### src/rtl/i2c_pkg.sv
// Shared types and bus-level constants for the I2C read master.
package i2c_pkg;

    typedef enum logic [2:0] {
        IDLE,
        START,
        ADDR,
        AACK,
        RXB,
        MACK,
        STOP
    } i2c_mst_state_t;

    localparam logic I2C_READ = 1'b1;
    localparam logic I2C_ACK  = 1'b0;
    localparam logic I2C_NACK = 1'b1;

endpackage

### src/rtl/i2c_qtr_timer.sv
// Quarter bit-period timer: counts QTR_CYCLES clocks per quarter and tracks the quarter index.
module i2c_qtr_timer #(
    parameter int QTR_CYCLES = 4
) (
    input  logic       clk,
    input  logic       rst,
    input  logic       en,
    output logic       qtr_last,
    output logic [1:0] qtr_idx
);

    localparam int CW = (QTR_CYCLES > 1) ? $clog2(QTR_CYCLES) : 1;
    localparam logic [CW-1:0] LAST = CW'(QTR_CYCLES - 1);

    logic [CW-1:0] cnt;

    assign qtr_last = en && (cnt == LAST);

    // Held at zero while idle so every transaction starts on a clean Q0.
    always_ff @(posedge clk) begin
        if (rst || !en) begin
            cnt     <= '0;
            qtr_idx <= 2'd0;
        end else if (cnt == LAST) begin
            cnt     <= '0;
            qtr_idx <= qtr_idx + 2'd1;
        end else begin
            cnt <= cnt + 1'b1;
        end
    end

endmodule

### src/rtl/i2c_read_master.sv
// I2C read master: START, address+R, address ACK check, N byte reads with ACK/NACK, STOP.
module i2c_read_master
    import i2c_pkg::*;
#(
    parameter int QTR_CYCLES = 4
) (
    input  logic       clk,
    input  logic       rst,
    input  logic       cmd_start,
    input  logic [6:0] slave_addr,
    input  logic [7:0] num_bytes,
    input  logic       sda_in,
    output logic       scl_out,
    output logic       sda_out,
    output logic [7:0] rx_data,
    output logic       rx_valid,
    output logic       busy,
    output logic       done,
    output logic       nack_err
);

    i2c_mst_state_t state, state_d;

    logic       qtr_last;
    logic [1:0] qtr_idx;
    logic       bit_end;
    logic       accept;
    logic       q1_bit;
    logic [7:0] tx_byte;
    logic [2:0] bit_cnt;
    logic [6:0] shreg;
    logic [7:0] remaining;

    i2c_qtr_timer #(
        .QTR_CYCLES(QTR_CYCLES)
    ) u_timer (
        .clk     (clk),
        .rst     (rst),
        .en      (busy),
        .qtr_last(qtr_last),
        .qtr_idx (qtr_idx)
    );

    assign bit_end = qtr_last && (qtr_idx == 2'd3);

    always_comb begin
        state_d = state;
        accept  = 1'b0;
        q1_bit  = 1'b1;
        case (state)
            IDLE: begin
                // A request landing in the done cycle is dropped on purpose.
                accept = cmd_start && !done;
                if (accept) state_d = START;
            end
            START: if (bit_end) state_d = ADDR;
            ADDR: begin
                q1_bit = tx_byte[bit_cnt];
                if (bit_end && bit_cnt == 3'd0) state_d = AACK;
            end
            AACK: begin
                if (bit_end) begin
                    if (sda_in == I2C_NACK || remaining == 8'd0) state_d = STOP;
                    else state_d = RXB;
                end
            end
            RXB: if (bit_end && bit_cnt == 3'd0) state_d = MACK;
            MACK: begin
                q1_bit = (remaining != 8'd0) ? I2C_ACK : I2C_NACK;
                if (bit_end) state_d = (remaining != 8'd0) ? RXB : STOP;
            end
            STOP: if (bit_end) state_d = IDLE;
            default: state_d = IDLE;
        endcase
    end

    always_ff @(posedge clk) begin
        if (rst) begin
            state     <= IDLE;
            scl_out   <= 1'b1;
            sda_out   <= 1'b1;
            rx_data   <= 8'd0;
            rx_valid  <= 1'b0;
            busy      <= 1'b0;
            done      <= 1'b0;
            nack_err  <= 1'b0;
            tx_byte   <= 8'd0;
            bit_cnt   <= 3'd0;
            shreg     <= 7'd0;
            remaining <= 8'd0;
        end else begin
            state    <= state_d;
            done     <= 1'b0;
            rx_valid <= 1'b0;
            if (accept) begin
                busy      <= 1'b1;
                nack_err  <= 1'b0;
                tx_byte   <= {slave_addr, I2C_READ};
                remaining <= num_bytes;
                scl_out   <= 1'b1;
                sda_out   <= 1'b1;
            end else if (busy && qtr_last) begin
                // Line updates happen on quarter boundaries only; SDA moves while SCL is low.
                case (qtr_idx)
                    2'd0: if (state != START && state != STOP) sda_out <= q1_bit;
                    2'd1: begin
                        if (state == START) sda_out <= 1'b0;
                        else scl_out <= 1'b1;
                    end
                    2'd2: if (state == STOP) sda_out <= 1'b1;
                    default: begin
                        scl_out <= (state == STOP);
                        bit_cnt <= (state == ADDR || state == RXB) ? bit_cnt - 3'd1 : 3'd7;
                        if (state == STOP) begin
                            busy <= 1'b0;
                            done <= 1'b1;
                        end else if (state_d == STOP) begin
                            sda_out <= 1'b0;
                        end
                        if (state == AACK && sda_in == I2C_NACK) nack_err <= 1'b1;
                        if (state == RXB) begin
                            shreg <= {shreg[5:0], sda_in};
                            if (bit_cnt == 3'd0) begin
                                rx_data   <= {shreg, sda_in};
                                rx_valid  <= 1'b1;
                                remaining <= remaining - 8'd1;
                            end
                        end
                    end
                endcase
            end
        end
    end

endmodule

### config.mk
export PLATFORM = sky130hd
export DESIGN_NAME = i2c_read_master
export DESIGN_NICKNAME = d
export VERILOG_FILES = /design/src/rtl/i2c_pkg.sv /design/src/rtl/i2c_qtr_timer.sv /design/src/rtl/i2c_read_master.sv
export SDC_FILE = /design/constraint.sdc
export NUM_CORES = 1
export LEC_CHECK = 0
export ABC_AREA = 1
export BUFFER_PORTS_ARGS = -buffer_cell sky130_fd_sc_hd__clkbuf_2
export CAP_MARGIN = 5
export CORE_MARGIN = 2
export CORE_UTILIZATION = 26
export CTS_BUF_LIST = sky130_fd_sc_hd__clkbuf_4 sky130_fd_sc_hd__clkbuf_8 sky130_fd_sc_hd__clkbuf_16
export DETAILED_ROUTE_END_ITERATION = 16
export GPL_ROUTABILITY_DRIVEN = 0
export HOLD_SLACK_MARGIN = 0.06
export PLACE_DENSITY = 0.44
export SETUP_SLACK_MARGIN = 0.02
export SLEW_MARGIN = 30
export SYNTH_ARGS = -nofsm -noshare
export SYNTH_HDL_FRONTEND = slang
export SYNTH_SLANG_ARGS = --single-unit
### constraint.sdc
create_clock -name clk -period 3.18 [get_ports clk]
set_input_delay 0.636 -clock clk [delete_from_list [all_inputs] [get_ports clk]]
set_output_delay 0.636 -clock clk [all_outputs]
set_load 0.02 [all_outputs]
# After elaboration in Yosys (flattened, before gate mapping)
# Index checks and enable logic that the tools add are counted.
# word_totals
ff_bits,47
in_bits,19
output_inout_bits,14
# op_classes
addsub,4
n_lt_le_gt_ge,1
eq_ne,19
muxes,35
n_bitwise,5
n_reduce_logical,36
# op_table
cell,count
8-bit 2-to-1 mux,5
3-bit 2-to-1 mux,8
3-bit case mux with 7 select lines,1
1-bit 2-to-1 mux,15
"3-bit == test, second input constant",4
3-bit AND reduction,4
8-bit zero test,1
"2-bit != test, second input constant",4
4-bit AND reduction,2
2-bit nonzero test,4
8-bit nonzero test,1
"8-bit by 1-bit subtractor with 8-bit output, second input constant",1
1-bit logical AND,7
7-bit OR reduction,1
"2-bit == test, second input constant",3
"3-bit by 2-bit == test with 1-bit output, second input constant",2
3-bit zero test,2
6-bit AND reduction,1
2-bit OR reduction,3
6-bit OR reduction,1
1-bit inverter,5
5-bit AND reduction,1
"2-bit by 1-bit adder with 2-bit output, second input constant",2
"3-bit by 4-bit < comparator with 1-bit output, second input constant",1
16 further kinds,21

# Longest topological paths before layout
# depth
word_depth,10
depth_mapped,13
ltp_nobuf,13

# By module
# From an unflattened synthesis, not the netlist that was laid out.
# unflattened
cells_unflattened,316
hier_area_um2,2242.2
# modules_own_cells
module,n_inst,cells_per_inst,area_per_inst_um2,seq_area_each_um2
i2c_read_master,1,294,2078.2,860.8
i2c_qtr_timer,1,22,163.9,80.1

# Worst setup path after synthesis
# Ideal clock, no wire load.
# synth_timing
path_kind,register to register
start,register u_timer.cnt[0]
end,register remaining[1]
setup_ps,119
arrival_time_ps,1413
t_required_ps,3061
slack_ps,1648
stages_incl_launch_ff,12
path_cell_list,dfxtp_1 > ha_1 > buf_4 > nand2_1 > inv_1 > nand2_2 > nor2_8 > nand3_4 > nand2_4 > inv_2 > a211oi_1 > nor2_1
# synth_between
elab_chain_len,5
# synth_lines
item,line_no,text
start: declaration,i2c_qtr_timer.sv:15,logic [CW-1:0] cnt;
start signal: assignment,i2c_qtr_timer.sv:28,cnt <= cnt + 1'b1;
2-bit == test,i2c_qtr_timer.sv:17,assign qtr_last = en && (cnt == LAST);
1-bit logical AND,i2c_qtr_timer.sv:17,
1-bit logical AND,i2c_read_master.sv:102,end else if (busy && qtr_last) begin
2-bit nonzero test (no source line),n/a,
4-bit AND reduction (no source line),n/a,
end signal: assignment,i2c_read_master.sv:99,remaining <= num_bytes;
end signal: assignment,i2c_read_master.sv:126,remaining <= remaining - 8'd1;
end: declaration,i2c_read_master.sv:32,logic [7:0] remaining;
# No other way between the ends.
# A chain may end at the register's enable or synchronous reset.

# Worst setup path after layout
# layout_timing
start,register u_timer.cnt[0]
end,register remaining[5]
# The elaborated chain is that of the path after synthesis.

==> impl_metrics.yaml <==
status:
  status: "finished, final reports clean"
critical_path:
  cp-start-kind: "flip-flop"
  cpLargestDelayFamily: "simple AND/OR/NAND/NOR gates"
  critPathArrivalTime_ns: 2.14
  max_stage_delay_ns: 0.34
  r2r_start: "u_timer.cnt[0]$_SDFF_PP0_"
  reg2reg_to: "remaining[5]$_SDFFE_PP0P_"
  critPathBufInv: 2
  crit_type: "flip-flop to flip-flop"
  crit_slowest_cell: "dfxtp_1"
  cp-end-kind: "flip-flop"
  crit_fanout: 14
  cp.required_ns: 3.36
  ff2ff_path_depth: 10
  r2r_slack_ns: 1.23
  cp_cell_sequence: "ha_1 -> nand2_1 -> inv_1 -> nand2_2 -> nor2_8 -> nand3_4 -> inv_2 -> nand2_1 -> nand3_1 -> a21oi_1"
  cpMostUsedCell: "nand2_1"
power:
  switching_share_pct: 26.4
  switching_power_w: 0.000296
  internal_power_w: 0.000828
  power_frac_comb_pct: 11.6
  p_leak_nw: 1.27
  powerDensity_nw_per_um2: 423
  vdd_drop_max_uv: 172
  p_clk_share_pct: 33.3
  seqPwrFrac_pct: 55.2
timing:
  setup_violations: 0
  tns_ns: 0
  rsz0062_at_grt: "no"
  hold_violations: 0
  fin_skew_ns: 0.00305
  finalCritPeriodShare_pct: 61.4
  layout_min_cycle_time_ns: 1.95
  layout_setup_ws_ns: 1.23
  fmax_mhz: 513
  drv_slew: 0
  worstMarginPinSlew_ns: 0.476
  max_slew_margin_pct: 68.3
yosys:
  synth_ff_type: "dfxtp_1"
  synthTopCellsByArea: "dfxtp_1 41%, nor2_1 8.6%, nand2_1 7.4%"
  synth_top_cell_by_area: "dfxtp_1"
  syn-num-nets: 341
  yosysUniqueCellTypes: 33
  yosysMostFrequentCell: "nor2_1"
  ys_seq_area_share_pct: 40.5
  synth_top_area_share_pct: 40.5
  synth_edf_count: 0
  synth_common_cells: "53 x nor2_1, 47 x dfxtp_1, 46 x nand2_1"
  syn_area_um2: 2320
  async_flop_share_pct: 0
  yosysWarningCount: 0
  synth_area_per_cell_um2: 7.44
  synth_cells: 312
  synth-seq-cells: 47
cells_and_area:
  fin_util_pct: 30.7
  seq_area_um2: 941
  fillers: 982
  multi_input_area_um2: 1170
  num_antenna_cells: 0
  postLayoutCellArea_um2: 2660
  final_cells: 452
  drive_gt1_share_pct: 16.0
  final_nets: 372
  syn_to_final_growth_pct: 14.5
drt:
  drtIter0Drc: 65
  drc: 0
  routed_wirelength_mm: 5.39
  drt_pre_antenna_iters: 5
  vias_per_cell: 4.37
  wl_per_cell_um: 11.9
  vias: 1974
  antenna_left: 0
clocking:
  cts_buffers: 5
  cts.sinks: 47
  cts_buffer_depth: 2
  clock_latency_ns: 0.30
  ctsResizeCount: 0
  htreeDepth: 2
  cts_tree: "yes"
  cts_hold_buf: 0
  path_clk_slew_ns: 0.09
  cts_root_buf: "clkbuf_8"
  cts_setup_buffers: 0
global_route:
  grt_use_met1_pct: 15.5
  grt_pass1_wl_mm: 9.11
  grt_pass1_vias: 1900
  top_usage_layer: "met2"
  grtUsageMet3_pct: 2.91
  overflow: 0
  antenna_found_initial: 0
  gr-usage-all-layers_pct: 11.6
  grt_max_degree: 25
  use_met2_pct: 18.2
die:
  die_w_um: 98.5
  die_h_um: 98.5
  initial_core_util_pct: 26.8
  rows: 34
  core_um2: 8680
  die_area_um2: 9700
  pin_count: 33
placed_design:
  place_ws_ns: 1.05
  io_buffers: 32
  place_inst: 444
  dpl_cell_area_um2: 2570
  dp_hpwl_mm: 4.06
hold_path:
  whs_path_depth: 1
  min-delay-start: "u_timer.cnt[0]$_SDFF_PP0_"
  hold_end: "u_timer.cnt[0]$_SDFF_PP0_"
  hp-class: "flip-flop to flip-flop"
run:
  drv_cap: 0
-- cell type report --
cell class	count	area share (%)
Clock inverter	1	0.188
Timing Repair Buffer	33	6.30
Tap cell	108	5.08
Clock buffer	7	3.15
Multi-Input combinational cell	214	44.0
Inverter	42	5.93
Sequential cell	47	35.4
-- cell families (layout without fill, tap and decap cells) --
kind of cell,Yosys count,in the layout,share of synthesized area (%)
simple gates,132,132,25.8
compound gates,65,65,16.6
buf+inv,51,83,9.11
flops,47,47,40.5
fa+ha+maj,10,10,5.39
xor+xnor,7,7,2.64
-- flip-flops by register name, summed over array words and instances (netlist names) --
name / cells
rx_data: 8
done: 1
rx_valid: 1
bit_cnt: 3
remaining: 8
state: 3
tx_byte: 8
sda_out: 1
busy: 1
u_timer.qtr_idx: 2
u_timer.cnt: 2
scl_out: 1
shreg: 7
nack_err: 1
-- through the flow --
step | hold slack [ns] | power (W)
after global routing | 0.455 | 0.00118
after CTS | 0.437 | 0.00114
after global placement | 0.412 | 0.000766
after detailed placement | 0.424 | 0.000765
final | 0.435 | 0.00112
after floorplan | 0.404 | 0.000727
-- power by group through the flow --
stage	registers [W]	logic, W	clock network [W]
2_1_floorplan	0.000633	0.0000944	0
3_3_place_gp	0.000634	0.000132	0
3_5_place_dp	0.000634	0.000131	0
4_1_cts	0.000620	0.000132	0.000391
5_1_grt	0.000623	0.000148	0.000409
6_report	0.000620	0.000130	0.000374
-- routing by layer --
metal	share of wire [%]	up-vias
met1	51	869
met2	44	33
met3	4.1	6
li1	-	1066
met4	1.3	0
met5	0	-
-- layout by cell type, fill, tap and decap left out, types with 2 or more instances in the layout --
cell type  count
nor2_1        53
dfxtp_1       47
nand2_1       46
inv_1         40
o21ai_0       33
clkbuf_2      32
nand3_1       20
a21oi_1       20
ha_1          10
clkbuf_8       5
xor2_1         4
nor3_1         4
xnor2_1        3
nor2_4         2
nand2_4        2
inv_2          2
a221oi_2       2
o211ai_1       2
a221oi_1       2
clkbuf_4       2
-- worst max path at each step --
stage / from / cells after the start / to / slack [ns]
after global placement: cmd_start / 8 / remaining[1]$_SDFFE_PP0P_ / 1.13
final: u_timer.cnt[0]$_SDFF_PP0_ / 10 / remaining[5]$_SDFFE_PP0P_ / 1.23
after floorplan: u_timer.cnt[0]$_SDFF_PP0_ / 11 / remaining[1]$_SDFFE_PP0P_ / 1.65
after global routing: u_timer.cnt[0]$_SDFF_PP0_ / 10 / remaining[5]$_SDFFE_PP0P_ / 0.98
after CTS: u_timer.cnt[0]$_SDFF_PP0_ / 10 / remaining[5]$_SDFFE_PP0P_ / 1.21
after detailed placement: cmd_start / 8 / remaining[1]$_SDFFE_PP0P_ / 1.05
(Power assumes the default switching activity.)
